[src/rtl/pll_reset_sequencer.sv]
// PLL reset / lock-qualification sequencer: pulses the PLL RST pin, waits for a stable LOCKED and
// releases a registered system reset. Optional soft reset request port enabled by PLL_SEQ_SOFT_RST_EN.
module pll_reset_sequencer #(
   parameter int RST_HOLD_CYCLES     = 16,
   parameter int LOCK_STABLE_CYCLES  = 64,
   parameter int LOCK_TIMEOUT_CYCLES = 4096,
   parameter int SYNC_STAGES         = 2
) (
   input  logic       clk,
   input  logic       cpu_reset_n,
   input  logic       pll_locked,
`ifdef PLL_SEQ_SOFT_RST_EN
   input  logic       soft_rst_req,
`endif
   output logic       pll_rst,
   output logic       sys_rst,
   output logic       ready,
   output logic [3:0] retry_count,
   output logic       timeout_err
);

   localparam int MAX_AB  = (RST_HOLD_CYCLES > LOCK_STABLE_CYCLES) ? RST_HOLD_CYCLES : LOCK_STABLE_CYCLES;
   localparam int MAX_CYC = (MAX_AB > LOCK_TIMEOUT_CYCLES) ? MAX_AB : LOCK_TIMEOUT_CYCLES;
   localparam int CNT_W   = $clog2(MAX_CYC) + 1;

   localparam logic [CNT_W-1:0] CNT_ZERO     = {CNT_W{1'b0}};
   localparam logic [CNT_W-1:0] CNT_ONE      = CNT_W'(1);
   localparam logic [CNT_W-1:0] HOLD_LAST    = CNT_W'(RST_HOLD_CYCLES - 1);
   localparam logic [CNT_W-1:0] STABLE_LAST  = CNT_W'(LOCK_STABLE_CYCLES - 1);
   localparam logic [CNT_W-1:0] TIMEOUT_LAST = CNT_W'(LOCK_TIMEOUT_CYCLES - 1);

   typedef enum logic [1:0] {
      S_RESET_PLL = 2'd0,
      S_WAIT_LOCK = 2'd1,
      S_STABLE    = 2'd2,
      S_RUN       = 2'd3
   } state_t;

   function automatic logic [3:0] sat_inc4(input logic [3:0] v);
      return (v == 4'hF) ? v : (v + 4'd1);
   endfunction

   state_t                 state_q;
   logic [CNT_W-1:0]       cnt_q;
   logic [SYNC_STAGES-1:0] sync_q;
   logic                   pll_rst_q;
   logic                   sys_rst_q;
   logic                   ready_q;
   logic [3:0]             retry_q;
   logic                   timeout_err_q;
   logic                   locked_s;
   logic                   soft_req_d;

`ifdef PLL_SEQ_SOFT_RST_EN
   assign soft_req_d = soft_rst_req;
`else
   assign soft_req_d = 1'b0;
`endif

   // Bring the asynchronous LOCKED into the clk domain.
   always_ff @(posedge clk) begin
      if (!cpu_reset_n) begin
         sync_q <= {SYNC_STAGES{1'b0}};
      end else begin
         sync_q <= {sync_q[SYNC_STAGES-2:0], pll_locked};
      end
   end

   assign locked_s = sync_q[SYNC_STAGES-1];

   // Sequencer FSM; outputs are registered alongside the state they belong to.
   always_ff @(posedge clk) begin
      if (!cpu_reset_n) begin
         state_q       <= S_RESET_PLL;
         cnt_q         <= CNT_ZERO;
         pll_rst_q     <= 1'b1;
         sys_rst_q     <= 1'b1;
         ready_q       <= 1'b0;
         retry_q       <= 4'd0;
         timeout_err_q <= 1'b0;
      end else if (soft_req_d) begin
         state_q       <= S_RESET_PLL;
         cnt_q         <= CNT_ZERO;
         pll_rst_q     <= 1'b1;
         sys_rst_q     <= 1'b1;
         ready_q       <= 1'b0;
         timeout_err_q <= 1'b0;
      end else begin
         timeout_err_q <= 1'b0;
         case (state_q)
            S_RESET_PLL: begin
               sys_rst_q <= 1'b1;
               ready_q   <= 1'b0;
               if (cnt_q == HOLD_LAST) begin
                  state_q   <= S_WAIT_LOCK;
                  cnt_q     <= CNT_ZERO;
                  pll_rst_q <= 1'b0;
               end else begin
                  cnt_q     <= cnt_q + CNT_ONE;
                  pll_rst_q <= 1'b1;
               end
            end
            S_WAIT_LOCK: begin
               sys_rst_q <= 1'b1;
               ready_q   <= 1'b0;
               // A lock seen on the timeout cycle takes priority over the retry.
               if (locked_s) begin
                  state_q   <= S_STABLE;
                  cnt_q     <= CNT_ZERO;
                  pll_rst_q <= 1'b0;
               end else if (cnt_q == TIMEOUT_LAST) begin
                  state_q       <= S_RESET_PLL;
                  cnt_q         <= CNT_ZERO;
                  pll_rst_q     <= 1'b1;
                  timeout_err_q <= 1'b1;
                  retry_q       <= sat_inc4(retry_q);
               end else begin
                  cnt_q     <= cnt_q + CNT_ONE;
                  pll_rst_q <= 1'b0;
               end
            end
            S_STABLE: begin
               pll_rst_q <= 1'b0;
               if (!locked_s) begin
                  state_q   <= S_WAIT_LOCK;
                  cnt_q     <= CNT_ZERO;
                  sys_rst_q <= 1'b1;
                  ready_q   <= 1'b0;
               end else if (cnt_q == STABLE_LAST) begin
                  state_q   <= S_RUN;
                  cnt_q     <= CNT_ZERO;
                  sys_rst_q <= 1'b0;
                  ready_q   <= 1'b1;
               end else begin
                  cnt_q     <= cnt_q + CNT_ONE;
                  sys_rst_q <= 1'b1;
                  ready_q   <= 1'b0;
               end
            end
            S_RUN: begin
               if (!locked_s) begin
                  state_q   <= S_RESET_PLL;
                  cnt_q     <= CNT_ZERO;
                  pll_rst_q <= 1'b1;
                  sys_rst_q <= 1'b1;
                  ready_q   <= 1'b0;
                  retry_q   <= sat_inc4(retry_q);
               end else begin
                  pll_rst_q <= 1'b0;
                  sys_rst_q <= 1'b0;
                  ready_q   <= 1'b1;
               end
            end
            default: begin
               state_q   <= S_RESET_PLL;
               cnt_q     <= CNT_ZERO;
               pll_rst_q <= 1'b1;
               sys_rst_q <= 1'b1;
               ready_q   <= 1'b0;
            end
         endcase
      end
   end

   assign pll_rst     = pll_rst_q;
   assign sys_rst     = sys_rst_q;
   assign ready       = ready_q;
   assign retry_count = retry_q;
   assign timeout_err = timeout_err_q;

endmodule

[config.mk]
export PLATFORM = sky130hd
export DESIGN_NAME = pll_reset_sequencer
export DESIGN_NICKNAME = d
export VERILOG_FILES = /design/src/rtl/pll_reset_sequencer.sv
export SDC_FILE = /design/constraint.sdc
export NUM_CORES = 1
export LEC_CHECK = 0
export ABC_AREA = 1
export CAP_MARGIN = 25
export CORE_ASPECT_RATIO = 0.7
export CORE_MARGIN = 2
export CORE_UTILIZATION = 35
export CTS_CLUSTER_SIZE = 25
export DETAILED_ROUTE_END_ITERATION = 16
export MAX_ROUTING_LAYER = met4
export PLACE_DENSITY = 0.58
export REMOVE_ABC_BUFFERS = 1
export SLEW_MARGIN = 20
export SYNTH_ARGS = -nofsm -noshare
export SYNTH_HDL_FRONTEND = slang
export SYNTH_SLANG_ARGS = --single-unit
[constraint.sdc]
create_clock -name clk -period 3.8 [get_ports clk]
set_input_delay 0.76 -clock clk [delete_from_list [all_inputs] [get_ports clk]]
set_output_delay 0.76 -clock clk [all_outputs]
set_load 0.02 [all_outputs]
==> results of run 1 <==
-- final timing paths --
path                                     start              to  slack, ps
worst min register to register       sync_q[0]       sync_q[1]        420
worst max-delay path            retry_count[2]  retry_count[2]       1710
worst max register to register        cnt_q[1]        cnt_q[4]       2170
worst min-delay path                 sync_q[0]       sync_q[1]        420
-- logic make-up (layout without fill, tap and decap cells) --
family	Yosys count	after routing
fa+ha+maj	2	2
mux	1	1
simple gates	100	100
buf+inv	26	37
xor+xnor	9	9
compound gates	10	10
flops	25	25
-- cell type report --
class                           count  share of cell area (%)
Tap cell                           47                    4.16
Clock inverter                      1                   0.354
Sequential cell                    25                    35.4
Clock buffer                        3                    2.92
Inverter                           23                    6.11
Multi-Input combinational cell    122                    43.9
Timing Repair Buffer               10                    7.09
-- routing by layer --
metal,routed length [um],share of wire [%]
met2,1010,42
met1,1270,53
met5,0,0
met3,95,4.0
met4,22,0.92
-- power groups by stage --
stage                     clock network (W)  logic [W]  registers (W)
after floorplan                           0  0.0000369       0.000288
after global placement                    0  0.0000554       0.000286
after detailed placement                  0  0.0000568       0.000287
after CTS                          0.000164  0.0000570       0.000280
after global routing               0.000177  0.0000650       0.000282
final                              0.000157  0.0000559       0.000280
-- flip-flops by register name, summed over array words and instances, names as in the netlist --
signal,count
state_q,2
retry_count,4
sys_rst,1
ready,1
sync_q,2
cnt_q,13
timeout_err,1
pll_rst,1
-- stage by stage --
| step | total power (W) | utilization [%] | worst slack [ps] | instance area, um2 |
|---|---|---|---|---|
| floorplan | 0.000325 | - | 2470 | 1210 |
| global placement | 0.000342 | 42.0 | 1870 | 1370 |
| detailed placement | 0.000343 | 42.0 | 1830 | 1370 |
| CTS | 0.000501 | 43.4 | 1700 | 1410 |
| global route | 0.000524 | 43.4 | 1660 | 1410 |
| finish | 0.000494 | 43.4 | 1710 | 1410 |
-- layout by cell type, fill, tap and decap left out --
cell                               n
sky130_fd_sc_hd__mux2i_1           1
sky130_fd_sc_hd__a21oi_1           4
sky130_fd_sc_hd__o21ai_0           2
sky130_fd_sc_hd__a21o_1            1
sky130_fd_sc_hd__clkbuf_8          3
sky130_fd_sc_hd__xor2_1            6
sky130_fd_sc_hd__dfxtp_1          25
sky130_fd_sc_hd__nor3_2            1
sky130_fd_sc_hd__ha_1              2
sky130_fd_sc_hd__clkdlybuf4s50_1  10
sky130_fd_sc_hd__o21bai_1          1
sky130_fd_sc_hd__nand3_2           3
sky130_fd_sc_hd__nand4_1           4
sky130_fd_sc_hd__nand3_1          12
sky130_fd_sc_hd__o21ai_1           1
sky130_fd_sc_hd__nor2_4            2
sky130_fd_sc_hd__nor3_1            2
sky130_fd_sc_hd__a31oi_1           1
sky130_fd_sc_hd__xnor2_1           3
sky130_fd_sc_hd__clkinv_2          1
sky130_fd_sc_hd__inv_1            22
sky130_fd_sc_hd__nor2_1           39
sky130_fd_sc_hd__inv_2             1
sky130_fd_sc_hd__nand2_2           3
sky130_fd_sc_hd__nand2_1          34
==> results.txt, run 1 <==
----------------------------------------------------
[Clock network]
  Maximum buffer depth of the clock tree ... 2
  Post-CTS sizing ... 0
  Post-CTS Hold Fix Bufs ... 0
  Clock network latency to the later pin of the worst-skew pair ... 270 ps
  Clock tree from TritonCTS ... yes
  # clock sinks ... 25
  Clock buffer count from CTS ... 3
  Post-CTS Setup Repair Bufs ... 0
  Clock-pin slew reported for the worst setup and hold paths after clock tree synthesis ... 90 ps
  H-tree level count ... 1
  Cell at the root of the clock tree ... sky130_fd_sc_hd__clkbuf_8

[Critical path]
  CP max-delay cell ... sky130_fd_sc_hd__clkdlybuf4s50_1
  Critical Path AT ... about 1300 ps
  CP Depth ... 1
  Data required time at the worst endpoint ... 3040 ps
  Largest fanout on the critical path ... 5
  Startpoint types ... flop
  Type of the setup path with the least slack ... reg2out
  Largest stage delay, worst path ... around 630 ps
  Count of buffer and inverter cells on the critical path ... 1
  Crit-path leading delay family ... buffers and inverters
  FF-to-FF path depth ... 8
  Crit path cell chain ... clkdlybuf4s50_1
  Critical Path Sink Type ... output port

[Logic synthesis]
  Cell accounting for the most synthesized area ... sky130_fd_sc_hd__dfxtp_1
  Most common flop cell mapped by yosys ... sky130_fd_sc_hd__dfxtp_1
  Area share of fa/ha/maj cells after synthesis ... 2.03%
  Area fraction in compound gates after synthesis ... 4.57%
  Fraction of the yosys area taken by sequential cells ... 40.7%
  Area fraction of the dominant cell type after synthesis ... 40.7%
  Most area-consuming cells after synthesis ... sky130_fd_sc_hd__dfxtp_1 41%, sky130_fd_sc_hd__nor2_1 12%, sky130_fd_sc_hd__nand2_1 10%, sky130_fd_sc_hd__inv_1 6.7%, sky130_fd_sc_hd__nand3_1 4.9%
  Most common cell in the netlist ... sky130_fd_sc_hd__nor2_1
  Area share of xor/xnor cells in the synthesized design ... 6.40%
  Combinational family with the most area after synthesis ... simple AND/OR/NAND/NOR gates
  Mean Syn Cell Area ... 7.12 um2
  Post-Synthesis Cells ... between 150 and 200
  Fraction of synthesized area in multiplexers ... 0.813%
  Number of synthesized register bits ... 25
  Share of flip-flops with an asynchronous set or reset ... 0%
  Number of enable-type register cells in the synthesized netlist ... 0
  Top cells by count, synth ... 39 x sky130_fd_sc_hd__nor2_1, 34 x sky130_fd_sc_hd__nand2_1, 25 x sky130_fd_sc_hd__dfxtp_1
  Yosys synthesis warning count ... 0
  Simple-gate share of the synthesized area ... 36.6%
  Combined area of all synthesized cells ... ~0.0012 mm2
  Number of unique standard cell types used by synthesis ... 25

[Placed design]
  Placed Instances ... roughly 230
  Detailed placer's ending HPWL ... approximately 1900 um
  Final weighted congestion of routability-driven global placement ... 0.863
  PortBufs ... 10

[Global routing]
  Overall routing resource usage ... between 10% and 20%
  Via count of the first global-routing pass ... 995
  Global routing met2 resource utilization ... 21.8%
  Routing usage on met3 ... 4.31%
  Global routing usage on met1 ... 18.5%
  Wire length of the first global-routing pass ... ~4200 um
  Pin count of the biggest net entering global routing ... 15
  Number of antenna violations at the first check in global routing ... 0
  Congestion Overflow GR ... 0
  Gr busiest metal ... met2

[Drt]
  Total length of routed wires ... between 2000 and 2500 um
  Detailed router's first-iteration violation count ... 40
  Per-cell via count in the routed design ... approximately 4.7
  Antenna viol nets, final ... 0
  Drc violations ... 0
  Number of detailed-route iterations in the first pass ... 4
  Wire per inst ... 10.4 um
  Via count ... 1082

[Power and ir drop]
  Switching part of the total ... between 20% and 30%
  Sequential cell fraction of total power ... 56.8%
  Switching power of the nets ... 0.000126 W
  Clk pwr share ... 31.9%
  Peak supply drop ... 0.258 mV
  Logic gate share of total power ... around 11%
  Pwr Density ... around 350 mW/mm2
  Static leakage power ... between 0.6 and 0.7 nW
  Int Pwr ... 0.000367 W

[Job]
  Max-capacitance violation count ... 0

[STA]
  Setup Viol. Count Final ... 0
  Setup clock skew after layout ... 11.2 ps
  Relative slew margins ... 78.4%
  Worst slack on hold paths ... between 400 and 500 ps
  Setup Total Neg Slack ... 0 ps
  Slew Viols, Final ... 0
  Number of hold violations in the final report ... 0
  Final critical-path share of the clock period ... 55.0%
  Top achievable clock speed ... 0.479 GHz
  Slew @ Worst Pin ... 324 ps
  Setup repair after global routing missed its margin ... no
  Final Critical Period ... 2090 ps

[Die]
  Width of the die ... 74.9 um
  IO Count ... 11
  Floorplan core area ... around 0.0033 mm2
  Area of the die ... 0.00402 mm2
  Effective utilization at floorplan ... 37.8%
  Site row count ... 17
  Die H ... 53.6 um

[Layout]
  Layout filler cell count ... 342
  Area occupied by multi-input gates ... 621 um2
  Synth-to-Final Area Change ... 14.7%
  Final nets ... 190
  Non-Filler Instances ... 231
  Antenna cells ... 0
  Sequential standard cell area ... approximately 500 um2
  Fraction of final layout cells sized beyond drive strength 1 ... 7.61%

[Outcome]
  Outcome ... finished, final reports clean

[Worst hold path]
  Cell count of the worst hold path ... 2
  Hold Crit Class ... reg2reg

----------------------------------------------------
Note: power is estimated with default switching activity, not from simulation.
==> inputs of run 2 (changes only) <==
- clock period: 3.8 -> 2 ns (I/O delays scaled with it)
==> run 2 against run 1 <==
Effect of this change:
- clock skew decreased by 1.6 ps
- sequential share of layout area unchanged
- power increased by 91%
- combinational power increased by 91%
- global-route usage decreased by 0.25 points
- via count decreased by 3.2%
- final cell count unchanged
- core utilization unchanged
- sequential power increased by 90%
- largest power group unchanged
==> results.txt, run 2 (same netlist as run 1, synthesis figures left out) <==
----------------------------------------------------
[Placed design]
  Final weighted congestion of routability-driven global placement ... 0.843 (-2.4%)
  Detailed placer's ending HPWL ... 1850 um (-2.3%)
  PortBufs ... 10 (unchanged)

[Layout]
  Flip-flop count of the largest register, all copies and words added ... 13 (unchanged)
  Largest register by flop count ... cnt_q
  Antenna cells ... 0 (unchanged)
  Most frequent standard cell in the layout excluding fill and tap cells ... sky130_fd_sc_hd__nor2_1
  Most used cells in the layout excluding fill and tap cells ... 39 x sky130_fd_sc_hd__nor2_1, 34 x sky130_fd_sc_hd__nand2_1, 25 x sky130_fd_sc_hd__dfxtp_1
  Final nets ... 190 (unchanged)
  Synth-to-Final Area Change ... 14.7% (unchanged)
  Fraction of final layout cells sized beyond drive strength 1 ... 7.61% (unchanged)

[Drt]
  Top Metal Used ... met4
  Met2 wire length ... 953 um (-5.3%)
  Met3 wire length ... 78 um (-18%)
  Antenna viol nets, final ... 0 (unchanged)
  Drc violations ... 0 (unchanged)
  Detailed router's first-iteration violation count ... 37 (-7.5%)
  Routed metal-1 wirelength ... 1350 um (+6.1%)
  Per-cell via count in the routed design ... 4.53 (-3.2%)
  Via count ... 1047 (-3.2%)
  Number of detailed-route iterations in the first pass ... 4 (unchanged)
  Wire per inst ... 10.4 um (+0.33%)
  Total length of routed wires ... 2400 um (+0.33%)

[Critical path]
  End of the worst register-to-register path ... cnt_q[5]
  Count of buffer and inverter cells on the critical path ... 1 (unchanged)
  Largest stage delay, worst path ... 640 ps (about the same)
  FF-to-FF path depth ... 8 (unchanged)
  CP max-delay cell ... sky130_fd_sc_hd__clkdlybuf4s50_1
  R2r startpoint ... cnt_q[1]
  Type of the setup path with the least slack ... reg2out
  Crit-path leading delay family ... buffers and inverters
  Data required time at the worst endpoint ... 1600 ps (-1440 ps)
  CP Depth ... 1 (unchanged)
  Register-to-register path setup slack ... 370 ps (-1800 ps)
  Critical Path Sink Type ... output port
  Largest fanout on the critical path ... 5 (unchanged)
  Critical Path AT ... 1350 ps (+20 ps)
  Crit path cell chain ... clkdlybuf4s50_1
  Startpoint types ... flop

[Die]
  Width of the die ... 74.9 um (unchanged)
  Effective utilization at floorplan ... 37.8% (unchanged)
  Floorplan core area ... 0.00325 mm2 (unchanged)
  IO Count ... 11 (unchanged)
  Site row count ... 17 (unchanged)
  Die H ... 53.6 um (unchanged)
  Area of the die ... 0.00402 mm2 (unchanged)

[STA]
  Final critical-path share of the clock period ... approximately 87%
  Worst slack on hold paths ... 415 ps (-7.06 ps)
  Final Critical Period ... 1750 ps
  Number of hold violations in the final report ... 0 (unchanged)
  Setup repair after global routing missed its margin ... no
  Slew @ Worst Pin ... 323 ps (-0.242 ps)
  Setup Total Neg Slack ... 0 ps (unchanged)
  Setup clock skew after layout ... 9.65 ps (-1.56 ps)
  Relative slew margins ... 78.4% (about the same)
  Setup Viol. Count Final ... 0 (unchanged)
  Top achievable clock speed ... 0.573 GHz
  Slew Viols, Final ... 0 (unchanged)

[Power and ir drop]
  Int Pwr ... 0.000698 W (+90%)
  Static leakage power ... 0.635 nW (unchanged)
  Peak supply drop ... 0.287 mV (+11%)
  Switching power of the nets ... 0.000243 W (+92%)
  Switching part of the total ... 25.8% (+0.18 points)
  Clk pwr share ... 32.0% (about the same)
  Pwr Density ... 666 mW/mm2 (+91%)
  Logic gate share of total power ... 11.4% (about the same)
  Sequential cell fraction of total power ... 56.6% (-0.2 points)

[Clock network]
  Post-CTS Hold Fix Bufs ... 0 (unchanged)
  Clock-pin slew reported for the worst setup and hold paths after clock tree synthesis ... 90 ps (about the same)
  Maximum buffer depth of the clock tree ... 2 (unchanged)
  H-tree level count ... 1 (unchanged)
  Clock buffer count from CTS ... 3 (unchanged)
  Clock network latency to the later pin of the worst-skew pair ... 270 ps (about the same)
  Cell at the root of the clock tree ... sky130_fd_sc_hd__clkbuf_8
  Post-CTS Setup Repair Bufs ... 0 (unchanged)
  Clock tree from TritonCTS ... yes
  # clock sinks ... 25 (unchanged)
  Post-CTS sizing ... 0 (unchanged)

[Worst hold path]
  Hold path start ... sync_q[0]
  Cell count of the worst hold path ... 2 (unchanged)
  Worst Hold End ... sync_q[1]
  Hold Crit Class ... reg2reg

[Global routing]
  Overall routing resource usage ... 14.0% (-0.25 points)
  Wire length of the first global-routing pass ... 4110 um (-2.6%)
  Pin count of the biggest net entering global routing ... 15 (unchanged)
  Number of antenna violations at the first check in global routing ... 0 (unchanged)
  Via count of the first global-routing pass ... 930 (-6.5%)
  Congestion Overflow GR ... 0 (unchanged)

[Outcome]
  Outcome ... finished, final reports clean

[Job]
  Max-capacitance violation count ... 0 (unchanged)

----------------------------------------------------
[run 2: cell counts in the layout (fill, tap and decap cells not counted)]
No cell type changed its count.
[run 2: how the worst max path moves through the flow]
stage	startpoint	slack, ps	end
6_report	retry_count[2]	250	retry_count[2]
5_1_grt	retry_count[2]	200	retry_count[2]
4_1_cts	retry_count[2]	250	retry_count[2]
3_5_place_dp	cnt_q[1]	380	cnt_q[0]
3_3_place_gp	cnt_q[1]	390	cnt_q[9]
2_1_floorplan	cnt_q[1]	670	cnt_q[0]
[run 2: stage by stage]
step	instance area (um2)	setup slack [ps]	std cells	power, W	util [%]
finish	1410	253	231	0.000940	43.4
floorplan	1210	672	170	0.000617	-
CTS	1410	249	231	0.000957	43.4
detailed placement	1370	378	227	0.000652	42.0
global route	1410	204	231	0.000997	43.4
global placement	1370	390	227	0.000649	42.0
[run 2: power by group through the flow]
stage / registers, W / logic, W / clock network, W
final: 0.000532 / 0.000107 / 0.000301
after global routing: 0.000535 / 0.000121 / 0.000342
after CTS: 0.000533 / 0.000108 / 0.000316
after detailed placement: 0.000544 / 0.000108 / 0
after global placement: 0.000544 / 0.000105 / 0
after floorplan: 0.000547 / 0.0000700 / 0
[run 2: cell type report]
cell class | instances | area, um2
flip-flops and latches | 25 | 500
multi-input cells | 122 | 621
clock buffers | 3 | 41.3
repair buffers | 10 | 100
fillers | 342 | 1840
well taps | 47 | 58.8
clock inverters | 1 | 5.00
inverters | 23 | 86.3
[run 2: metal layers]
layer  GRT usage [%]  up-vias
met2            21.3       15
met5               -        -
li1                -      561
met4            3.57        0
met1            18.5      469
met3            3.93        2
[run 2: worst min-delay path, delay by kind of cell (launching register included)]
kind / cells / cell delay, ps
buf+inv: 1 / 30
simple gates: 1 / 50
flops: 1 / 300
